==> config.mk <==
export PLATFORM = sky130hd
export DESIGN_NAME = vp_key_event_queue
export DESIGN_NICKNAME = d
export VERILOG_FILES = /design/src/rtl/vp_key_event_queue.sv
export SDC_FILE = /design/constraint.sdc
export NUM_CORES = 1
export LEC_CHECK = 0
export CAP_MARGIN = 20
export CELL_PAD_IN_SITES_DETAIL_PLACEMENT = 1
export CELL_PAD_IN_SITES_GLOBAL_PLACEMENT = 1
export CORE_MARGIN = 2
export CORE_UTILIZATION = 41
export CTS_BUF_LIST = sky130_fd_sc_hd__clkbuf_2 sky130_fd_sc_hd__clkbuf_4 sky130_fd_sc_hd__clkbuf_8
export DETAILED_ROUTE_END_ITERATION = 7
export PLACE_DENSITY = 0.68
export SLEW_MARGIN = 10
export SYNTH_ARGS = -nofsm -noshare
export SYNTH_HDL_FRONTEND = slang
export SYNTH_SLANG_ARGS = --single-unit
export TNS_END_PERCENT = 20
==> constraint.sdc <==
create_clock -name clk_sys -period 3 [get_ports clk_sys]
set_input_delay 0.45 -clock clk_sys [delete_from_list [all_inputs] [get_ports clk_sys]]
set_output_delay 0.45 -clock clk_sys [all_outputs]
set_load 0.1 [all_outputs]
==> src/rtl/vp_key_event_queue.sv <==
// vp_key_event_queue: merges PS/2 key events and joystick numpad key changes
// into one first-word-fall-through event FIFO of {released, ascii} entries.
// Optional joystick path is compiled in with macro VP_KEYQ_JOY_EN; without it
// only PS/2 events are queued and joy_numpad_i is ignored.
module vp_key_event_queue #(
  parameter int NUM_PADS = 2,
  parameter int DEPTH    = 8
) (
  input  logic                      clk_sys,
  input  logic                      reset,
  input  logic [10:0]               ps2_key,
  input  logic [10*NUM_PADS-1:0]    joy_numpad_i,
  output logic                      evt_valid_o,
  output logic [7:0]                evt_ascii_o,
  output logic                      evt_released_o,
  input  logic                      evt_ready_i,
  output logic                      overflow_o,
  output logic [$clog2(DEPTH):0]    level_o
);

  localparam int AW = $clog2(DEPTH);
  localparam logic [AW:0] LVL_FULL = (AW+1)'(DEPTH);

  // Set-2 scan code to ASCII; bit 8 flags a mapped code.
  function automatic logic [8:0] ps2_map(input logic [7:0] code);
    logic [8:0] m;
    case (code)
      8'h16: m = {1'b1, 8'h31};  8'h1E: m = {1'b1, 8'h32};
      8'h26: m = {1'b1, 8'h33};  8'h25: m = {1'b1, 8'h34};
      8'h2E: m = {1'b1, 8'h35};  8'h36: m = {1'b1, 8'h36};
      8'h3D: m = {1'b1, 8'h37};  8'h3E: m = {1'b1, 8'h38};
      8'h46: m = {1'b1, 8'h39};  8'h45: m = {1'b1, 8'h30};
      8'h1C: m = {1'b1, 8'h61};  8'h32: m = {1'b1, 8'h62};
      8'h21: m = {1'b1, 8'h63};  8'h23: m = {1'b1, 8'h64};
      8'h24: m = {1'b1, 8'h65};  8'h2B: m = {1'b1, 8'h66};
      8'h34: m = {1'b1, 8'h67};  8'h33: m = {1'b1, 8'h68};
      8'h43: m = {1'b1, 8'h69};  8'h3B: m = {1'b1, 8'h6A};
      8'h42: m = {1'b1, 8'h6B};  8'h4B: m = {1'b1, 8'h6C};
      8'h3A: m = {1'b1, 8'h6D};  8'h31: m = {1'b1, 8'h6E};
      8'h44: m = {1'b1, 8'h6F};  8'h4D: m = {1'b1, 8'h70};
      8'h15: m = {1'b1, 8'h71};  8'h2D: m = {1'b1, 8'h72};
      8'h1B: m = {1'b1, 8'h73};  8'h2C: m = {1'b1, 8'h74};
      8'h3C: m = {1'b1, 8'h75};  8'h2A: m = {1'b1, 8'h76};
      8'h1D: m = {1'b1, 8'h77};  8'h22: m = {1'b1, 8'h78};
      8'h35: m = {1'b1, 8'h79};  8'h1A: m = {1'b1, 8'h7A};
      8'h29: m = {1'b1, 8'h20};  8'h79: m = {1'b1, 8'h2B};
      8'h7B: m = {1'b1, 8'h2D};  8'h7C: m = {1'b1, 8'h2A};
      8'h4A: m = {1'b1, 8'h2F};  8'h55: m = {1'b1, 8'h3D};
      8'h1F: m = {1'b1, 8'h11};  8'h27: m = {1'b1, 8'h12};
      8'h5A: m = {1'b1, 8'h0A};  8'h66: m = {1'b1, 8'h08};
      default: m = 9'h000;
    endcase
    return m;
  endfunction

  // PS/2 input stage and toggle history
  logic [10:0] ps2_q;
  logic        tog_q;
  logic [8:0]  ps2_m;
  logic        ps2_evt;

  // FIFO state
  logic [8:0]  mem [DEPTH];
  logic [AW-1:0] wptr_q, rptr_q;
  logic [AW:0]   level_q;
  logic          ovf_q;
  logic          full, pop, push;
  logic [8:0]    push_data;
  logic          joy_push;
  logic [8:0]    joy_data;

  assign ps2_m   = ps2_map(ps2_q[7:0]);
  assign ps2_evt = (ps2_q[10] ^ tog_q) & ps2_m[8];
  assign full    = (level_q == LVL_FULL);
  assign pop     = evt_valid_o & evt_ready_i;

  // Register the PS/2 word, then remember the previous toggle; reset loads
  // both from the live input so no event appears after reset.
  always_ff @(posedge clk_sys) begin
    if (reset) begin
      ps2_q <= ps2_key;
      tog_q <= ps2_key[10];
    end else begin
      ps2_q <= ps2_key;
      tog_q <= ps2_q[10];
    end
  end

`ifdef VP_KEYQ_JOY_EN
  logic [9:0] joy_acc [0:NUM_PADS];
  logic [9:0] joy_or, joy_q, pend_q, pend_rel_q, joy_chg, joy_clr;
  logic [3:0] joy_sel;
  logic       joy_any;

  assign joy_acc[0] = 10'd0;
  for (genvar gi = 0; gi < NUM_PADS; gi++) begin : g_pad_or
    assign joy_acc[gi+1] = joy_acc[gi] | joy_numpad_i[10*gi +: 10];
  end
  assign joy_or  = joy_acc[NUM_PADS];
  assign joy_chg = joy_or ^ joy_q;

  // Pick the lowest-index pending key.
  always_comb begin
    joy_sel = 4'd0;
    joy_any = 1'b0;
    for (int k = 9; k >= 0; k--) begin
      if (pend_q[k]) begin
        joy_sel = 4'(k);
        joy_any = 1'b1;
      end
    end
  end

  // Joystick pushes only into a non-full FIFO and only when PS/2 is idle.
  assign joy_push = joy_any & ~ps2_evt & ~full;
  assign joy_clr  = joy_push ? (10'd1 << joy_sel) : 10'd0;
  assign joy_data = {pend_rel_q[joy_sel],
                     (joy_sel == 4'd9) ? 8'h30 : (8'h31 + {4'd0, joy_sel})};

  // Track key vector and pending changes; a fresh change re-arms the bit
  // even if it is being pushed this cycle, keeping only the newest state.
  always_ff @(posedge clk_sys) begin
    if (reset) begin
      joy_q      <= joy_or;
      pend_q     <= 10'd0;
      pend_rel_q <= 10'd0;
    end else begin
      joy_q      <= joy_or;
      pend_q     <= (pend_q & ~joy_clr) | joy_chg;
      pend_rel_q <= (pend_rel_q & ~joy_chg) | (~joy_or & joy_chg);
    end
  end
`else
  logic unused_joy;
  assign unused_joy = ^joy_numpad_i;
  assign joy_push   = 1'b0;
  assign joy_data   = 9'd0;
`endif

  // Select the single push source for this cycle; PS/2 wins.
  always_comb begin
    push      = 1'b0;
    push_data = joy_data;
    if (ps2_evt) begin
      push      = ~full | pop;
      push_data = {~ps2_q[9], ps2_m[7:0]};
    end else if (joy_push) begin
      push      = 1'b1;
    end
  end

  // FIFO storage write port.
  always_ff @(posedge clk_sys) begin
    if (push && !reset) mem[wptr_q] <= push_data;
  end

  // Pointers, occupancy and sticky overflow.
  always_ff @(posedge clk_sys) begin
    if (reset) begin
      wptr_q  <= '0;
      rptr_q  <= '0;
      level_q <= '0;
      ovf_q   <= 1'b0;
    end else begin
      if (push) wptr_q <= wptr_q + 1'b1;
      if (pop)  rptr_q <= rptr_q + 1'b1;
      if (push && !pop)      level_q <= level_q + 1'b1;
      else if (pop && !push) level_q <= level_q - 1'b1;
      if (ps2_evt && full && !pop) ovf_q <= 1'b1;
    end
  end

  assign evt_valid_o    = (level_q != '0);
  assign evt_ascii_o    = evt_valid_o ? mem[rptr_q][7:0] : 8'h00;
  assign evt_released_o = evt_valid_o & mem[rptr_q][8];
  assign overflow_o     = ovf_q;
  assign level_o        = level_q;

endmodule
==> results of run 1 <==
==> where the power goes <==
group / switching [W] / leakage [nW] / internal, W
logic: 0.000928 / 0.932 / 0.000512
clock network: 0.000434 / 0.106 / 0.000476
registers: 0.0000561 / 0.789 / 0.00138
==> kinds of logic (layout without fill, tap and decap cells) <==
kind of cell,after synthesis,count (layout),share of synthesized area (%)
and+or+nand+nor,118,118,14.2
DFF,90,90,54.7
AOI/OAI and AO/OA,59,59,9.42
muxes,35,35,12.4
buffers and inverters,33,74,3.31
adders and majority gates,15,15,4.37
xor gates and xnor gates,7,7,1.54
other,1,1,0.0840
==> final timing paths <==
path                                         startpoint                       to  slack, ps  cells past startpoint
worst max-delay path            level_o[0]$_SDFFE_PP0P_  level_o[3]$_SDFFE_PP0P_        330                      9
worst min-delay path            overflow_o$_SDFFE_PP0P_  overflow_o$_SDFFE_PP0P_        480                      2
worst max register to register  level_o[0]$_SDFFE_PP0P_  level_o[3]$_SDFFE_PP0P_        330                      9
worst min register to register  overflow_o$_SDFFE_PP0P_  overflow_o$_SDFFE_PP0P_        480                      2
==> layer usage <==
| layer | share of wire [%] | wire (um) |
|---|---|---|
| met1 | 45 | 4570 |
| met4 | 0.74 | 75 |
| met3 | 1.8 | 185 |
| met2 | 53 | 5360 |
| met5 | 0 | 0 |
==> final cells by class <==
type / instances / share of cell area [%]
clock inverter: 7 / 1.92
sequential: 90 / 46.4
multi-input combinational: 235 / 35.6
tap: 140 / 3.32
timing repair buffer: 50 / 9.81
inverter: 8 / 0.616
clock buffer: 9 / 2.35
==> metrics by stage <==
stage	utilization, %	setup WS [ps]
final	49.1	329
after global routing	49.1	192
after CTS	49.1	305
after detailed placement	47.0	179
after global placement	47.0	250
after floorplan	-	85.2
==> worst reg2reg max path, cell delays in order (launching register included) <==
cell      delay, ps
dfxtp_2         360
or3_4           420
o311a_1         330
ha_1            210
inv_1           140
ha_1            290
a21oi_1         190
a211oi_1        100
a31oi_1         170
mux2_2          350
==> cell usage in the layout (no fill, tap or decap), types with 12 or more instances in the layout <==
master / count
edfxtp_1: 64
nor2_1: 34
ha_1: 14
mux2i_1: 17
clkdlybuf4s50_1: 12
dfxtp_1: 22
a21oi_1: 14
nand2_1: 13
mux4_2: 16
buf_4: 29
==> summary.txt, run 1 <==
Clock network
  – Cts hold-fix bufs: 0
  – Clock Tree Root: clkbuf_8
  – Clock Latency Late Sink: between 300 and 400 ps
  – Post-CTS Setup Bufs: 0
  – Post_cts resized: 0
  – Clk sinks: 90
  – CTS Buf Count: 9
  – H-tree depth: 3
  – Reg clk slew, reported paths: 90 ps
  – CTS tree: done
  – Longest Clk Path Bufs: 2

Cells and area
  – Final #Nets: between 400 and 500
  – Area of the multi-input gates: between 0.0015 and 0.002 mm2
  – Area growth, synth to finish: 18.2%
  – FF/Latch Area: 0.00245 mm2
  – Fraction of layout cells with a size suffix above 1: 23.3%
  – Fillers: 1133
  – Non-filler cells, final: 539
  – Antenna fix cells: 0
  – Final Cell Area: 0.00528 mm2

Synth
  – Synth top area cells: edfxtp_1 43%, dfxtp_1 12%, mux4_2 8.1%
  – Share of flip-flops with an asynchronous set or reset: 0%
  – Top-count cell post-synth: edfxtp_1
  – Distinct cells, synth: 65
  – Syn_nets: 407
  – Yosys reg bits: 90
  – Synth cell count leaders: 64 x edfxtp_1, 34 x nor2_1, 26 x dfxtp_1, 17 x mux2i_1, 16 x mux4_2
  – Mapped Avg Cell Area: between 10 and 15 um2
  – Synthesized area: 0.00447 mm2
  – Yosys warning count: 0
  – Register area share after synthesis: 54.7%
  – Share of the synthesized area in the top cell type: 43.0%
  – Synth Instances: 358
  – Synth Flop Type: edfxtp_1
  – Post-synth EDFFs: between 60 and 70
  – Area leader, netlist: edfxtp_1

GRT
  – Residual overflow from global routing: 0
  – Largest net degree at the start of global routing: 27
  – Number of global-route vias before repair: 3065
  – Met1 Use GR: 25.0%
  – Routing usage on met2: a little under a third
  – First-pass GRT wire length: roughly 17000 um
  – Met3 Track Usage GR: 2.77%
  – Antenna violations before repair: 0
  – Top Usage Layer GRT: met2
  – Tot GR Track Use: 18.8%

STA
  – Worst slew pin tran: just over 800 ps
  – Clock skew: around 12 ps
  – Max Slew Vio Count: 0
  – Slew margin rel.: between 40% and 50%
  – Total negative setup slack: 0 ps
  – Final Critical Period: ~2700 ps
  – Minimum hold slack: 483 ps
  – Maximum clock frequency: 0.374 GHz
  – Final setup fails: 0
  – Final Hold Viols: 0
  – RSZ-0062 raised after global routing: no
  – Fin crit share: 89.0%

Placement
  – HPWL after DPL: slightly above 7000 um
  – RePlAce Congestion: just under 0.9
  – Port Buffer Count: 26
  – Placed cell areas: 0.00505 mm2
  – Placed insts: 523

Setup path
  – Worst EP required: approximately 3300 ps
  – CP Capture Type: flip-flop
  – Max FO, Critical Path: 5
  – Slowest-stage cell, CP: or3_4
  – Critical path cell sequence: or3_4 > o311a_1 > ha_1 > inv_1 > ha_1 > a21oi_1 > a211oi_1 > a31oi_1 > mux2_2
  – Worst EP arrival: 2920 ps
  – Largest stage delay on the critical path: 420 ps
  – CP top delay family: compound AO/OA/AOI/OAI gates
  – Setup crit start kind: flip-flop
  – Crit Path Category: reg2reg
  – Worst Path Buf+Inv: 1
  – Crit-path most repeated cell: ha_1

Routing
  – Drt drc: 0
  – DRT iter0 DRCs: 120
  – Vias per cell: 5.46
  – Per-cell routed wire length: between 15 and 20 um
  – Routed wire length: 10200 um
  – DR vias: 2944
  – Pre-Repair DR Iteration Count: 4
  – Antenna Nets Post-Route: 0

Outcome
  – Outcome: finished, final reports clean

Min path
  – Hold crit path type: reg2reg

Power and ir drop
  – Leak: 1.83 nW
  – Worst vdd ir: 425 uV
  – PD cells: between 700 and 800 mW/mm2
  – Pwr Total: ~0.0038 W

Floorplanning
  – Die footprint: between 0.01 and 0.015 mm2
  – Chip Width: between 100 and 150 um
  – Starting density of the core: roughly two fifths
  – Core box area: 0.0107 mm2
  – Die Ht: roughly 110 um
  – Ports: 49
  – Rows: 38

Run
  – Maxcap violations: 0
Power figures use the tool's default switching activity.
==> inputs of run 2 (changes only) <==
- CTS_BUF_LIST: sky130_fd_sc_hd__clkbuf_2 sky130_fd_sc_hd__clkbuf_4 sky130_fd_sc_hd__clkbuf_8 -> default
- DONT_BUFFER_PORTS: default -> 1
- PLACE_DENSITY: 0.68 -> default
- PLACE_DENSITY_LB_ADDON: default -> 0.1
==> run 2 against run 1 <==
Net effect:
- power is 9.5% lower
- sequential power is essentially flat
- sequential share of layout area increased by 3.3 points
- global-route usage is 0.52 points lower
- worst setup slack worse by 28 ps
- count of clock-buffer cells in the layout up 2
==> summary.txt, run 2 (synthesized netlist as in run 1, its figures left out) <==
Outcome
  – Outcome: finished, final reports clean (unchanged)

Setup path
  – Reg2Reg Depth: 11 (was 9)
  – Critical path cell sequence: or3_4 > nor2_4 > inv_4 > nand2_1 > ha_1 > inv_1 > ha_1 > a21oi_1 > a211oi_1 > a31oi_1 > mux2_2 (was or3_4 > o311a_1 > ha_1 > inv_1 > ha_1 > a21oi_1 > a211oi_1 > a31oi_1 > mux2_2)
  – Crit Path Category: reg2reg (unchanged)
  – Slowest-stage cell, CP: or3_4 (unchanged)
  – Max FO, Critical Path: 4 (was 5)
  – Setup crit start kind: flip-flop (unchanged)
  – Worst EP arrival: 2950 ps (was 2920 ps)
  – Crit-path most repeated cell: ha_1 (unchanged)
  – CP Capture Type: flip-flop (unchanged)
  – Largest stage delay on the critical path: 400 ps (was 420 ps)
  – FF-to-FF setup slack: 300 ps (was 330 ps)
  – Worst EP required: 3250 ps (about the same)

Floorplanning
  – Rows: 38 (unchanged)
  – Ports: 49 (unchanged)
  – Die footprint: 0.0117 mm2 (unchanged)
  – Core box area: 0.0107 mm2 (unchanged)
  – Starting density of the core: 41.6% (unchanged)
  – Die Ht: 108 um (unchanged)
  – Chip Width: 108 um (unchanged)

Routing
  – Routed wire length: 9930 um (was 10200 um)
  – Per-cell routed wire length: 19.3 um (was 18.9 um)
  – Antenna Nets Post-Route: 0 (unchanged)
  – DRT iter0 DRCs: 127 (was 120)
  – Pre-Repair DR Iteration Count: 5 (was 4)
  – Vias per cell: 5.57 (was 5.46)
  – Drt drc: 0 (unchanged)
  – DR vias: 2866 (was 2944)

Cells and area
  – Fraction of layout cells with a size suffix above 1: 23.5% (was 23.3%)
  – Commonest non-fill, non-tap cell in the layout: edfxtp_1 (unchanged)
  – Area of the multi-input gates: 0.00190 mm2 (was 0.00188 mm2)
  – Most frequent cells in the layout: 64 x edfxtp_1, 26 x nor2_1, 26 x buf_4 (was 64 x edfxtp_1, 34 x nor2_1, 29 x buf_4)
  – Fillers: 1148 (was 1133)
  – Final Cell Area: 0.00493 mm2 (was 0.00528 mm2)
  – Antenna fix cells: 0 (unchanged)
  – Final #Nets: 419 (was 443)
  – Area growth, synth to finish: 10.4% (was 18.2%)
  – Non-filler cells, final: 515 (was 539)
  – FF/Latch Area: 0.00245 mm2 (unchanged)

STA
  – Final setup fails: 0 (unchanged)
  – Maximum clock frequency: 0.371 GHz (was 0.374 GHz)
  – Final Critical Period: 2700 ps (was 2670 ps)
  – Fin crit share: 90.0% (was 89.0%)
  – Clock skew: 12.7 ps (was 12.1 ps)
  – Worst slew pin tran: 957 ps (was 831 ps)
  – RSZ-0062 raised after global routing: no (unchanged)
  – Setup ws final: 301 ps (was 329 ps)
  – Max Slew Vio Count: 0 (unchanged)
  – Slew margin rel.: 36.1% (was 44.5%)
  – Final Hold Viols: 0 (unchanged)
  – Total negative setup slack: 0 ps (unchanged)

Power and ir drop
  – Worst vdd ir: 489 uV (was 425 uV)
  – PD cells: 695 mW/mm2 (was 717 mW/mm2)
  – Leak: 1.67 nW (was 1.83 nW)

GRT
  – Largest net degree at the start of global routing: 39 (was 27)
  – Antenna violations before repair: 0 (unchanged)
  – First-pass GRT wire length: 16100 um (was 16600 um)
  – Number of global-route vias before repair: 3029 (was 3065)
  – Tot GR Track Use: 18.3% (was 18.8%)
  – Residual overflow from global routing: 0 (unchanged)

Placement
  – Placed insts: 499 (was 523)
  – RePlAce Congestion: 0.875 (was 0.866)
  – HPWL after DPL: 6860 um (was 7250 um)
  – Placed cell areas: 0.00475 mm2 (was 0.00505 mm2)
  – Port Buffer Count: 0 (was 26)
  – Place WS: 315 ps (was 179 ps)

Clock network
  – CTS tree: done (unchanged)
  – Post_cts resized: 0 (unchanged)
  – Cts hold-fix bufs: 0 (unchanged)
  – Clk sinks: 90 (unchanged)
  – Clock Tree Root: clkbuf_8 (unchanged)
  – H-tree depth: 3 (unchanged)
  – Post-CTS Setup Bufs: 0 (unchanged)
  – CTS Buf Count: 9 (unchanged)
  – Longest Clk Path Bufs: 2 (unchanged)
  – Clock Latency Late Sink: 360 ps (about the same)
  – Reg clk slew, reported paths: 90 ps (about the same)

Min path
  – Hold depth: 0 (was 2)
  – Hold crit path type: in2reg (was reg2reg)

Run
  – Maxcap violations: 0 (unchanged)
[run 2: where the power goes]
part | switching, W | internal, W | leakage, nW
combinational | 0.000897 | 0.000367 | 0.794
sequential | 0.0000286 | 0.00138 | 0.789
clock | 0.000427 | 0.000329 | 0.0863
total | 0.00135 | 0.00207 | 1.67
[run 2: area by class of cell]
type	instances	share of cell area (%)
Sequential cell	90	49.6
Multi-Input combinational cell	235	38.6
Timing Repair Buffer	26	3.96
Tap cell	140	3.55
Clock buffer	11	2.87
Clock inverter	5	0.761
Inverter	8	0.660
[run 2: critical path, delay by kind of cell, from the launching register on]
family,cells,cell delay (ps)
AOI/OAI and AO/OA,3,470
adders and majority gates,2,530
buffers and inverters,2,230
DFF,1,330
muxes,1,350
and+or+nand+nor,3,690
[run 2: path summary, 6_finish.rpt]
check	startpoint	endpoint
worst min-delay path	ps2_key[9]	ps2_q[9]$_DFF_P_
worst max-delay path	level_o[0]$_SDFFE_PP0P_	level_o[3]$_SDFFE_PP0P_
worst min register to register	rptr_q[1]$_SDFFE_PP0N_	rptr_q[1]$_SDFFE_PP0N_
worst max register to register	level_o[0]$_SDFFE_PP0P_	level_o[3]$_SDFFE_PP0P_
[run 2: per-layer routing]
layer | vias up | global-route usage, % | routed length (um)
li1 | 1378 | - | -
met1 | 1436 | 24.2 | 4600
met2 | 40 | 30.2 | 4920
met3 | 12 | 3.50 | 229
met4 | 0 | 6.41 | 178
met5 | - | 0 | 0
[run 2: per-stage QoR]
stage	hold WS [ps]	utilization [%]	power, W
final	109	45.9	0.00343
after global routing	83.6	45.9	0.00358
after CTS	97.1	45.9	0.00346
after detailed placement	469	44.2	0.00271
after global placement	471	44.2	0.00270
after floorplan	454	-	0.00247
